<file path="src/rtl/uart_core_cfg.sv">
// Full-duplex UART: ready/valid byte interfaces, configurable data width,
// parity and stop bits. TX and RX share one clock; RX input is synchronised.
module uart_core_cfg #(
    parameter int BAUD_RATE = 115200,
    parameter int CLK_FREQ  = 300000000,
    parameter int BUS_WIDTH = 8,
    parameter int PARITY    = 0,
    parameter int STOP_BITS = 1
) (
    input  logic                 i_clk,
    input  logic                 i_rst_n,
    input  logic [BUS_WIDTH-1:0] i_tx_data,
    input  logic                 i_tx_valid,
    output logic                 o_tx_ready,
    output logic                 o_serial,
    output logic                 o_tx_active,
    input  logic                 i_data,
    output logic [BUS_WIDTH-1:0] o_rx_data,
    output logic                 o_rx_valid,
    input  logic                 i_rx_ready,
    output logic                 o_rx_frame_err,
    output logic                 o_rx_parity_err,
    output logic                 o_rx_overrun
);
    localparam int CPB   = CLK_FREQ / BAUD_RATE;
    localparam int CNT_W = $clog2(CPB);
    localparam int BIT_W = $clog2(BUS_WIDTH + 1);
    localparam logic [CNT_W-1:0] CNT_LAST  = CNT_W'(CPB - 1);
    localparam logic [CNT_W-1:0] CNT_HALF  = CNT_W'(CPB / 2 - 1);
    localparam logic [BIT_W-1:0] BIT_LAST  = BIT_W'(BUS_WIDTH - 1);
    localparam logic [BIT_W-1:0] STOP_LAST = BIT_W'(STOP_BITS - 1);

    typedef enum logic [2:0] {S_IDLE, S_START, S_DATA, S_PARITY, S_STOP} state_e;

    // ---------------- transmitter ----------------
    state_e                 tx_state_q, tx_state_d;
    logic [CNT_W-1:0]       tx_cnt_q, tx_cnt_d;
    logic [BIT_W-1:0]       tx_bit_q, tx_bit_d;
    logic [BUS_WIDTH-1:0]   tx_shreg_q, tx_shreg_d;
    logic                   tx_par_q, tx_par_d;
    logic                   serial_q, serial_d;
    logic                   tx_tick;

    assign tx_tick     = (tx_cnt_q == CNT_LAST);
    assign o_tx_ready  = (tx_state_q == S_IDLE);
    assign o_tx_active = (tx_state_q != S_IDLE);
    assign o_serial    = serial_q;

    always_comb begin
        tx_state_d = tx_state_q;
        tx_cnt_d   = tx_cnt_q;
        tx_bit_d   = tx_bit_q;
        tx_shreg_d = tx_shreg_q;
        tx_par_d   = tx_par_q;
        if (tx_state_q != S_IDLE) tx_cnt_d = tx_tick ? '0 : tx_cnt_q + 1'b1;
        case (tx_state_q)
            S_IDLE: if (i_tx_valid) begin
                tx_shreg_d = i_tx_data;
                tx_par_d   = (PARITY == 1) ? ~(^i_tx_data) : (^i_tx_data);
                tx_cnt_d   = '0;
                tx_state_d = S_START;
            end
            S_START: if (tx_tick) begin
                tx_bit_d   = '0;
                tx_state_d = S_DATA;
            end
            S_DATA: if (tx_tick) begin
                tx_shreg_d = tx_shreg_q >> 1;
                tx_bit_d   = tx_bit_q + 1'b1;
                if (tx_bit_q == BIT_LAST) begin
                    tx_bit_d   = '0;
                    tx_state_d = (PARITY != 0) ? S_PARITY : S_STOP;
                end
            end
            S_PARITY: if (tx_tick) begin
                tx_bit_d   = '0;
                tx_state_d = S_STOP;
            end
            S_STOP: if (tx_tick) begin
                // the stop-bit index reuses the data bit counter
                if (tx_bit_q == STOP_LAST) tx_state_d = S_IDLE;
                else                       tx_bit_d   = tx_bit_q + 1'b1;
            end
            default: tx_state_d = S_IDLE;
        endcase
        // line level is registered from next state so o_serial never glitches
        case (tx_state_d)
            S_START:  serial_d = 1'b0;
            S_DATA:   serial_d = tx_shreg_d[0];
            S_PARITY: serial_d = tx_par_d;
            default:  serial_d = 1'b1;
        endcase
    end

    always_ff @(posedge i_clk) begin
        if (!i_rst_n) begin
            tx_state_q <= S_IDLE;
            tx_cnt_q   <= '0;
            tx_bit_q   <= '0;
            tx_shreg_q <= '0;
            tx_par_q   <= 1'b0;
            serial_q   <= 1'b1;
        end else begin
            tx_state_q <= tx_state_d;
            tx_cnt_q   <= tx_cnt_d;
            tx_bit_q   <= tx_bit_d;
            tx_shreg_q <= tx_shreg_d;
            tx_par_q   <= tx_par_d;
            serial_q   <= serial_d;
        end
    end

    // ---------------- receiver ----------------
    logic                   sync1_q, sync2_q, rx_prev_q;
    state_e                 rx_state_q, rx_state_d;
    logic [CNT_W-1:0]       rx_cnt_q, rx_cnt_d;
    logic [BIT_W-1:0]       rx_bit_q, rx_bit_d;
    logic [BUS_WIDTH-1:0]   rx_shreg_q, rx_shreg_d;
    logic                   rx_fperr_q, rx_fperr_d;
    logic [BUS_WIDTH-1:0]   rx_data_q, rx_data_d;
    logic                   rx_valid_q, rx_valid_d;
    logic                   rx_ferr_q, rx_ferr_d;
    logic                   rx_perr_q, rx_perr_d;
    logic                   overrun_q, overrun_d;
    logic                   rx_tick, rx_done;

    assign rx_tick         = (rx_cnt_q == CNT_LAST);
    assign o_rx_data       = rx_data_q;
    assign o_rx_valid      = rx_valid_q;
    assign o_rx_frame_err  = rx_ferr_q;
    assign o_rx_parity_err = rx_perr_q;
    assign o_rx_overrun    = overrun_q;

    always_comb begin
        rx_state_d = rx_state_q;
        rx_cnt_d   = rx_cnt_q;
        rx_bit_d   = rx_bit_q;
        rx_shreg_d = rx_shreg_q;
        rx_fperr_d = rx_fperr_q;
        rx_data_d  = rx_data_q;
        rx_valid_d = rx_valid_q;
        rx_ferr_d  = rx_ferr_q;
        rx_perr_d  = rx_perr_q;
        overrun_d  = overrun_q;
        rx_done    = 1'b0;
        if (rx_state_q != S_IDLE) rx_cnt_d = rx_tick ? '0 : rx_cnt_q + 1'b1;
        case (rx_state_q)
            // edge (not level) detect, so a held-low break cannot re-trigger
            S_IDLE: if (rx_prev_q && !sync2_q) begin
                rx_cnt_d   = '0;
                rx_fperr_d = 1'b0;
                rx_state_d = S_START;
            end
            S_START: if (rx_cnt_q == CNT_HALF) begin
                rx_cnt_d   = '0;
                rx_bit_d   = '0;
                rx_state_d = sync2_q ? S_IDLE : S_DATA;
            end
            S_DATA: if (rx_tick) begin
                rx_shreg_d = {sync2_q, rx_shreg_q[BUS_WIDTH-1:1]};
                rx_bit_d   = rx_bit_q + 1'b1;
                if (rx_bit_q == BIT_LAST) rx_state_d = (PARITY != 0) ? S_PARITY : S_STOP;
            end
            S_PARITY: if (rx_tick) begin
                rx_fperr_d = (PARITY == 1) ? ~(^{rx_shreg_q, sync2_q}) : (^{rx_shreg_q, sync2_q});
                rx_state_d = S_STOP;
            end
            S_STOP: if (rx_tick) begin
                rx_done    = 1'b1;
                rx_state_d = S_IDLE;
            end
            default: rx_state_d = S_IDLE;
        endcase
        if (rx_valid_q && i_rx_ready) rx_valid_d = 1'b0;
        if (rx_done) begin
            if (rx_valid_q && !i_rx_ready) begin
                overrun_d = 1'b1;
            end else begin
                rx_data_d  = rx_shreg_q;
                rx_ferr_d  = ~sync2_q;
                rx_perr_d  = rx_fperr_q;
                rx_valid_d = 1'b1;
            end
        end
    end

    always_ff @(posedge i_clk) begin
        if (!i_rst_n) begin
            sync1_q    <= 1'b1;
            sync2_q    <= 1'b1;
            rx_prev_q  <= 1'b1;
            rx_state_q <= S_IDLE;
            rx_cnt_q   <= '0;
            rx_bit_q   <= '0;
            rx_shreg_q <= '0;
            rx_fperr_q <= 1'b0;
            rx_data_q  <= '0;
            rx_valid_q <= 1'b0;
            rx_ferr_q  <= 1'b0;
            rx_perr_q  <= 1'b0;
            overrun_q  <= 1'b0;
        end else begin
            sync1_q    <= i_data;
            sync2_q    <= sync1_q;
            rx_prev_q  <= sync2_q;
            rx_state_q <= rx_state_d;
            rx_cnt_q   <= rx_cnt_d;
            rx_bit_q   <= rx_bit_d;
            rx_shreg_q <= rx_shreg_d;
            rx_fperr_q <= rx_fperr_d;
            rx_data_q  <= rx_data_d;
            rx_valid_q <= rx_valid_d;
            rx_ferr_q  <= rx_ferr_d;
            rx_perr_q  <= rx_perr_d;
            overrun_q  <= overrun_d;
        end
    end
endmodule

</file>
<file path="config.mk">
export PLATFORM = sky130hd
export DESIGN_NAME = uart_core_cfg
export DESIGN_NICKNAME = d
export VERILOG_FILES = /design/src/rtl/uart_core_cfg.sv
export SDC_FILE = /design/constraint.sdc
export NUM_CORES = 1
export LEC_CHECK = 0
export ABC_CLOCK_PERIOD_IN_PS = 2350
export BUFFER_PORTS_ARGS = -buffer_cell sky130_fd_sc_hd__buf_2
export CAP_MARGIN = 20
export CORE_UTILIZATION = 45
export DETAILED_ROUTE_END_ITERATION = 8
export GPL_ROUTABILITY_DRIVEN = 0
export PLACE_DENSITY = 0.65
export SYNTH_ARGS = -nofsm -noshare
export SYNTH_HDL_FRONTEND = slang
export SYNTH_SLANG_ARGS = --single-unit
</file>
<file path="constraint.sdc">
create_clock -name i_clk -period 2.35 [get_ports i_clk]
set_input_delay 0.47 -clock i_clk [delete_from_list [all_inputs] [get_ports i_clk]]
set_output_delay 0.47 -clock i_clk [all_outputs]
set_load 0.01 [all_outputs]
</file>
# After elaboration in Yosys (flattened, before gate mapping)
# Cells that the tools add are included.
# totals
reg_bits	72
out_inout_bits	15
wordCells	126
in_bits	13
# classes
n_addsub	4
bitwise_logic	2
n_eq_ne	27
muxes	48
reduce_logical	25
# ops
op	n
$mux W12	8
$mux W3	13
$pmux W3 S5	2
$mux W4	7
$add A12 B1 Y12 const B	2
$eq A12 B12 Y1 const B	2
$pmux W12 S2	1
$ne A2 B2 Y1 const B	10
$eq A3 B2 Y1 const B	6
$mux W8	2
$pmux W8 S2	1
$eq A12 B11 Y1 const B	1
$pmux W4 S3	1
$eq A3 B1 Y1 const B	3
$mux W1	9
$reduce_and A3 Y1	3
$reduce_bool A3 Y1	3
$reduce_xor A9 Y1	1
$add A4 B1 Y4 const B	2
$eq A4 B3 Y1 const B	2
$pmux W4 S2	1
$reduce_xor A8 Y1	1
$eq A3 B3 Y1 const B	2
$logic_not A3 Y1	2
other kinds (13)	21

# Logic depth before layout (Yosys ltp)
# depth
ltp_word	6
depth_mapped	10
ltp_nobuf	7

# Worst setup path before layout
# Ideal clock, no wire load.
# synth_timing
path_kind	reg2reg
from	register tx_cnt_q[0]
to	register serial_q, in the netlist o_serial
setup_slack_ns	0.426
period_less_slack_ns	1.924
path_buffers	1
required_time_ns	2.286
path_stages_with_launch	8
setup_time_ns	0.064
t_arrival_ns	1.861
cell_sequence	dfxtp_1 -> ha_1 -> and4b_1 -> clkbuf_1 -> nand3_2 -> or4b_1 -> and3_1 -> nand4_1
# synth_between
elab_chain_len	5
elab_cells_between_ends	12
cone_classes	4 x eq/ne; 8 x mux
# synth_lines
element	line	rtl
start, declared	37	logic [CNT_W-1:0] tx_cnt_q, tx_cnt_d;
start signal, assigned	105	tx_cnt_q <= tx_cnt_d;
$eq A12 B12 Y1 (*)	44	assign tx_tick = (tx_cnt_q == CNT_LAST);
$mux W3, on equally long branches	n/a	
$pmux W3 S5	56	case (tx_state_q)
$eq A3 B2 Y1 / $eq A3 B1 Y1 (equally long branches)	87	case (tx_state_d)
$pmux W1 S3 (*)	87	
end signal, assigned	109	serial_q <= serial_d;
end, declared	41	logic serial_q, serial_d;
# Mark *: on every way between the ends. The rest lies on a longest branch, timed or not. The select of a mux whose other input is x is not followed.
# A chain may end at the register's enable or synchronous reset.

# Worst setup path after layout
# layout_timing
from	register tx_state_q[2]
to	register serial_q, in the netlist o_serial
# layout_between
elab_chain_len	5
elab_cells_between_ends	19
cone_classes	7 x eq/ne; 11 x mux; 1 x reduce/logical
# layout_lines
element	line	rtl
start, declared	36	state_e tx_state_q, tx_state_d;
start signal, assigned	104	tx_state_q <= tx_state_d;
$mux W3, on equally long branches	81, 70	
$mux W3, on equally long branches	79, 67	
$pmux W3 S5	56	
$eq A3 B2 Y1 / $eq A3 B1 Y1 (equally long branches)	87	
$pmux W1 S3 (*)	87	
# Mark *: on every way between the ends. The rest lies on a longest branch, timed or not.

==> summary.txt <==
Max clock buf depth: 2
num ports: 28
RSZ-0062 raised after global routing: false
CTS resizes: 0
status: completed
Die ar.: 8240 um^2
share of layout cells above drive strength 1: 15.5%
drt pass-1 iters: 4
Comb power frac: 7.2%
first-pass GRT wire length: 12.4 mm
period utilisation layout: 87.4%
nets: 460
placed cell count: 532
Leak Pwr: 1.39 nW
DR DRC count: 0
worst hold stages: 2
Core Area: 7690 um^2
overall die height: 90.8 um
crit path max-delay cell type: or3_1
H-tree depth: 3
hold crit path type: input pin to flip-flop
Post-Synthesis Cells: 416
WP data required: 2.64 ns
area grow syn2layout: 11.7%
most frequent cells in the layout: 72 x dfxtp_1, 56 x nand2_1, 46 x nor2_1
worst-margin pin slew: 0.584 ns
clock buffer count from CTS: 9
Switching Share: 24.4%
Pins Over Slew Limit: 0
largest net degree at the start of global routing: 26
Synth Flop Type: dfxtp_1
root buf cell: clkbuf_8
row cnt: 32
clock latency on the worst-skew pair: 0.35 ns
reg2reg path depth: 6
setup_tns: 0 ns
r2r startpoint: tx_state_q[2]
CP Data Arrival Time: 2.34 ns
Post-CTS Setup Inserts: 0
grt total ovfl: 0
port buffer count: 27
DR vias/cell: 5.33
Post-Syn Area: 3550 um^2
Net Switching: 0.590 mW
# clock sinks: 72
nature of the critical path startpoint: flip-flop
RR Endpoint: o_serial
WS Path Type: flip-flop to flip-flop
Total Wirelength: 7.02 mm
worst hold path startpoint: i_data
Endpoint, Worst Hold: sync1_q
worst-path cell chain: or3_1 -> inv_6 -> and2_4 -> a21oi_1 -> or4_1 -> nand4_1
crit-path max FO: 14
Final min period: 2.05 ns
MaxCap Viol Count: 0
# setup viols final: 0
Post-synth EDFFs: 0
Antenna diodes: 0
Worst setup EP type: flip-flop
Final Instance Count excl. Fillers: 548
Slew headroom: 60.7%
CTS tree: done
YS warnings: 0
pwr dens: 612 nW/um^2
syn nets: 435
wire length per cell: 12.8 um
clock slew at reported path FFs: 0.08 ns
VDD IR-drop max: 0.408 mV
reg2reg setup slack: 0.30 ns
cts hold-fix bufs: 0
fraction of registers with async set/reset: 0%
Reg power frac: 51.8%
final hold violations: 0
vias in the first global route: 2845
Fin Clk Skew: 0.00908 ns
Final Hold Slack: 0.330 ns
Int Power: 1.83 mW
commonest non-fill, non-tap cell in the layout: dfxtp_1
Fmax: 0.487 GHz
via count: 2919
crit path from: tx_state_q[2]
sequential share of the synthesized area: 40.6%
Die W: 90.8 um
hpwl dp: 4.98 mm
DR iter-0 viols: 93
Crit path largest cell delay: 0.57 ns
ANT nets after route: 0
post-synthesis cell type count: 64
Mapped Avg Cell Area: 8.53 um^2
gr usage total: 18.4%
initial core utilization: 46.1%
#FFs+latches synth: 72
initial antenna violation count: 0
clock share of power: 41.0%
[cell usage after synthesis (2+ instances only)]
cell	count	area, um^2
dfxtp_1	72	1440
nand2_1	56	210
nor2_1	46	173
a21oi_1	43	215
xnor2_1	21	184
clkbuf_1	15	56.3
o21ai_0	13	65.1
nand4_1	9	56.3
a22oi_1	8	60.1
nand3_1	8	40.0
inv_1	7	26.3
nor3b_1	7	52.6
xor2_1	7	61.3
ha_1	6	75.1
nand3b_1	6	45.0
nor3_1	6	30.0
and3_1	5	31.3
or3b_1	5	43.8
and2_1	4	25.0
buf_6	4	45.0
nand2b_1	4	25.0
nor2b_1	4	25.0
o21a_1	4	30.0
a211oi_1	3	22.5
or3_1	3	18.8
or4_1	3	22.5
a31oi_1	2	12.5
a41oi_1	2	17.5
and4bb_2	2	25.0
buf_2	2	10.0
nor3b_2	2	25.0
nor4bb_1	2	20.0
o2111ai_1	2	17.5
o21ai_1	2	10.0
or4b_1	2	20.0
[power by group through the flow]
stage	clock, mW	combinational (mW)	sequential (mW)
2_1_floorplan	0	0.139	1.28
3_3_place_gp	0	0.172	1.28
3_5_place_dp	0	0.174	1.28
4_1_cts	1.03	0.175	1.26
5_1_grt	1.07	0.197	1.26
6_report	0.994	0.173	1.26
[worst max-delay path: cells and delay by family, from the launching register on]
family          cells  cell delay [ns]
flops               1             0.40
simple gates        4             1.37
buf+inv             1             0.12
compound gates      1             0.10
[area by class of cell]
class / instances / area, um^2
Clock buffer: 10 / 138
Clock inverter: 6 / 66.3
Fill cell: 751 / 3720
Inverter: 8 / 35.0
Multi-Input combinational cell: 315 / 1960
Sequential cell: 72 / 1440
Tap cell: 102 / 128
Timing Repair Buffer: 35 / 195
[worst max path at each step]
stage	endpoint	slack, ns	cells past startpoint
2_1_floorplan	o_serial	0.43	7
6_report	o_serial	0.30	6
5_1_grt	o_serial	0.16	6
4_1_cts	o_tx_ready	0.29	3
3_3_place_gp	o_serial	0.40	6
3_5_place_dp	o_serial	0.34	6
[layer usage]
layer	part of all wire [%]	global-route usage, %
met1	48	22.6
met2	47	30.3
met5	0	0
met4	1.5	7.54
met3	3.1	5.22
[flip-flops by register name, indices dropped and copies added (netlist names)]
| signal | flops |
|---|---|
| rx_cnt_q | 12 |
| tx_cnt_q | 12 |
| o_rx_data | 8 |
| rx_shreg_q | 8 |
| tx_shreg_q | 8 |
| rx_bit_q | 4 |
| tx_bit_q | 4 |
| rx_state_q | 3 |
| tx_state_q | 3 |
| o_rx_frame_err | 1 |
| o_rx_overrun | 1 |
| o_rx_parity_err | 1 |
| o_rx_valid | 1 |
| o_serial | 1 |
| rx_fperr_q | 1 |
| rx_prev_q | 1 |
| sync1_q | 1 |
| sync2_q | 1 |
| tx_par_q | 1 |
[stage by stage]
stage	instance area [um^2]	util, %	setup slack (ns)	power, mW
global route	3960	51.5	0.158	2.53
detailed placement	3760	48.9	0.337	1.46
CTS	3960	51.5	0.293	2.46
finish	3960	51.5	0.295	2.42
floorplan	3550	-	0.426	1.42
global placement	3760	48.9	0.395	1.46
[cell families (layout without fill, tap and decap cells)]
family / count (synthesis) / count (layout) / share of synthesized area (%)
mux: 2 / 2 / 0.600
compound gates: 91 / 91 / 16.1
flops: 72 / 72 / 40.6
buf+inv: 29 / 59 / 4.13
fa+ha+maj: 6 / 6 / 2.12
xor+xnor: 28 / 28 / 6.91
simple gates: 188 / 188 / 29.5
(Power assumes the default switching activity.)
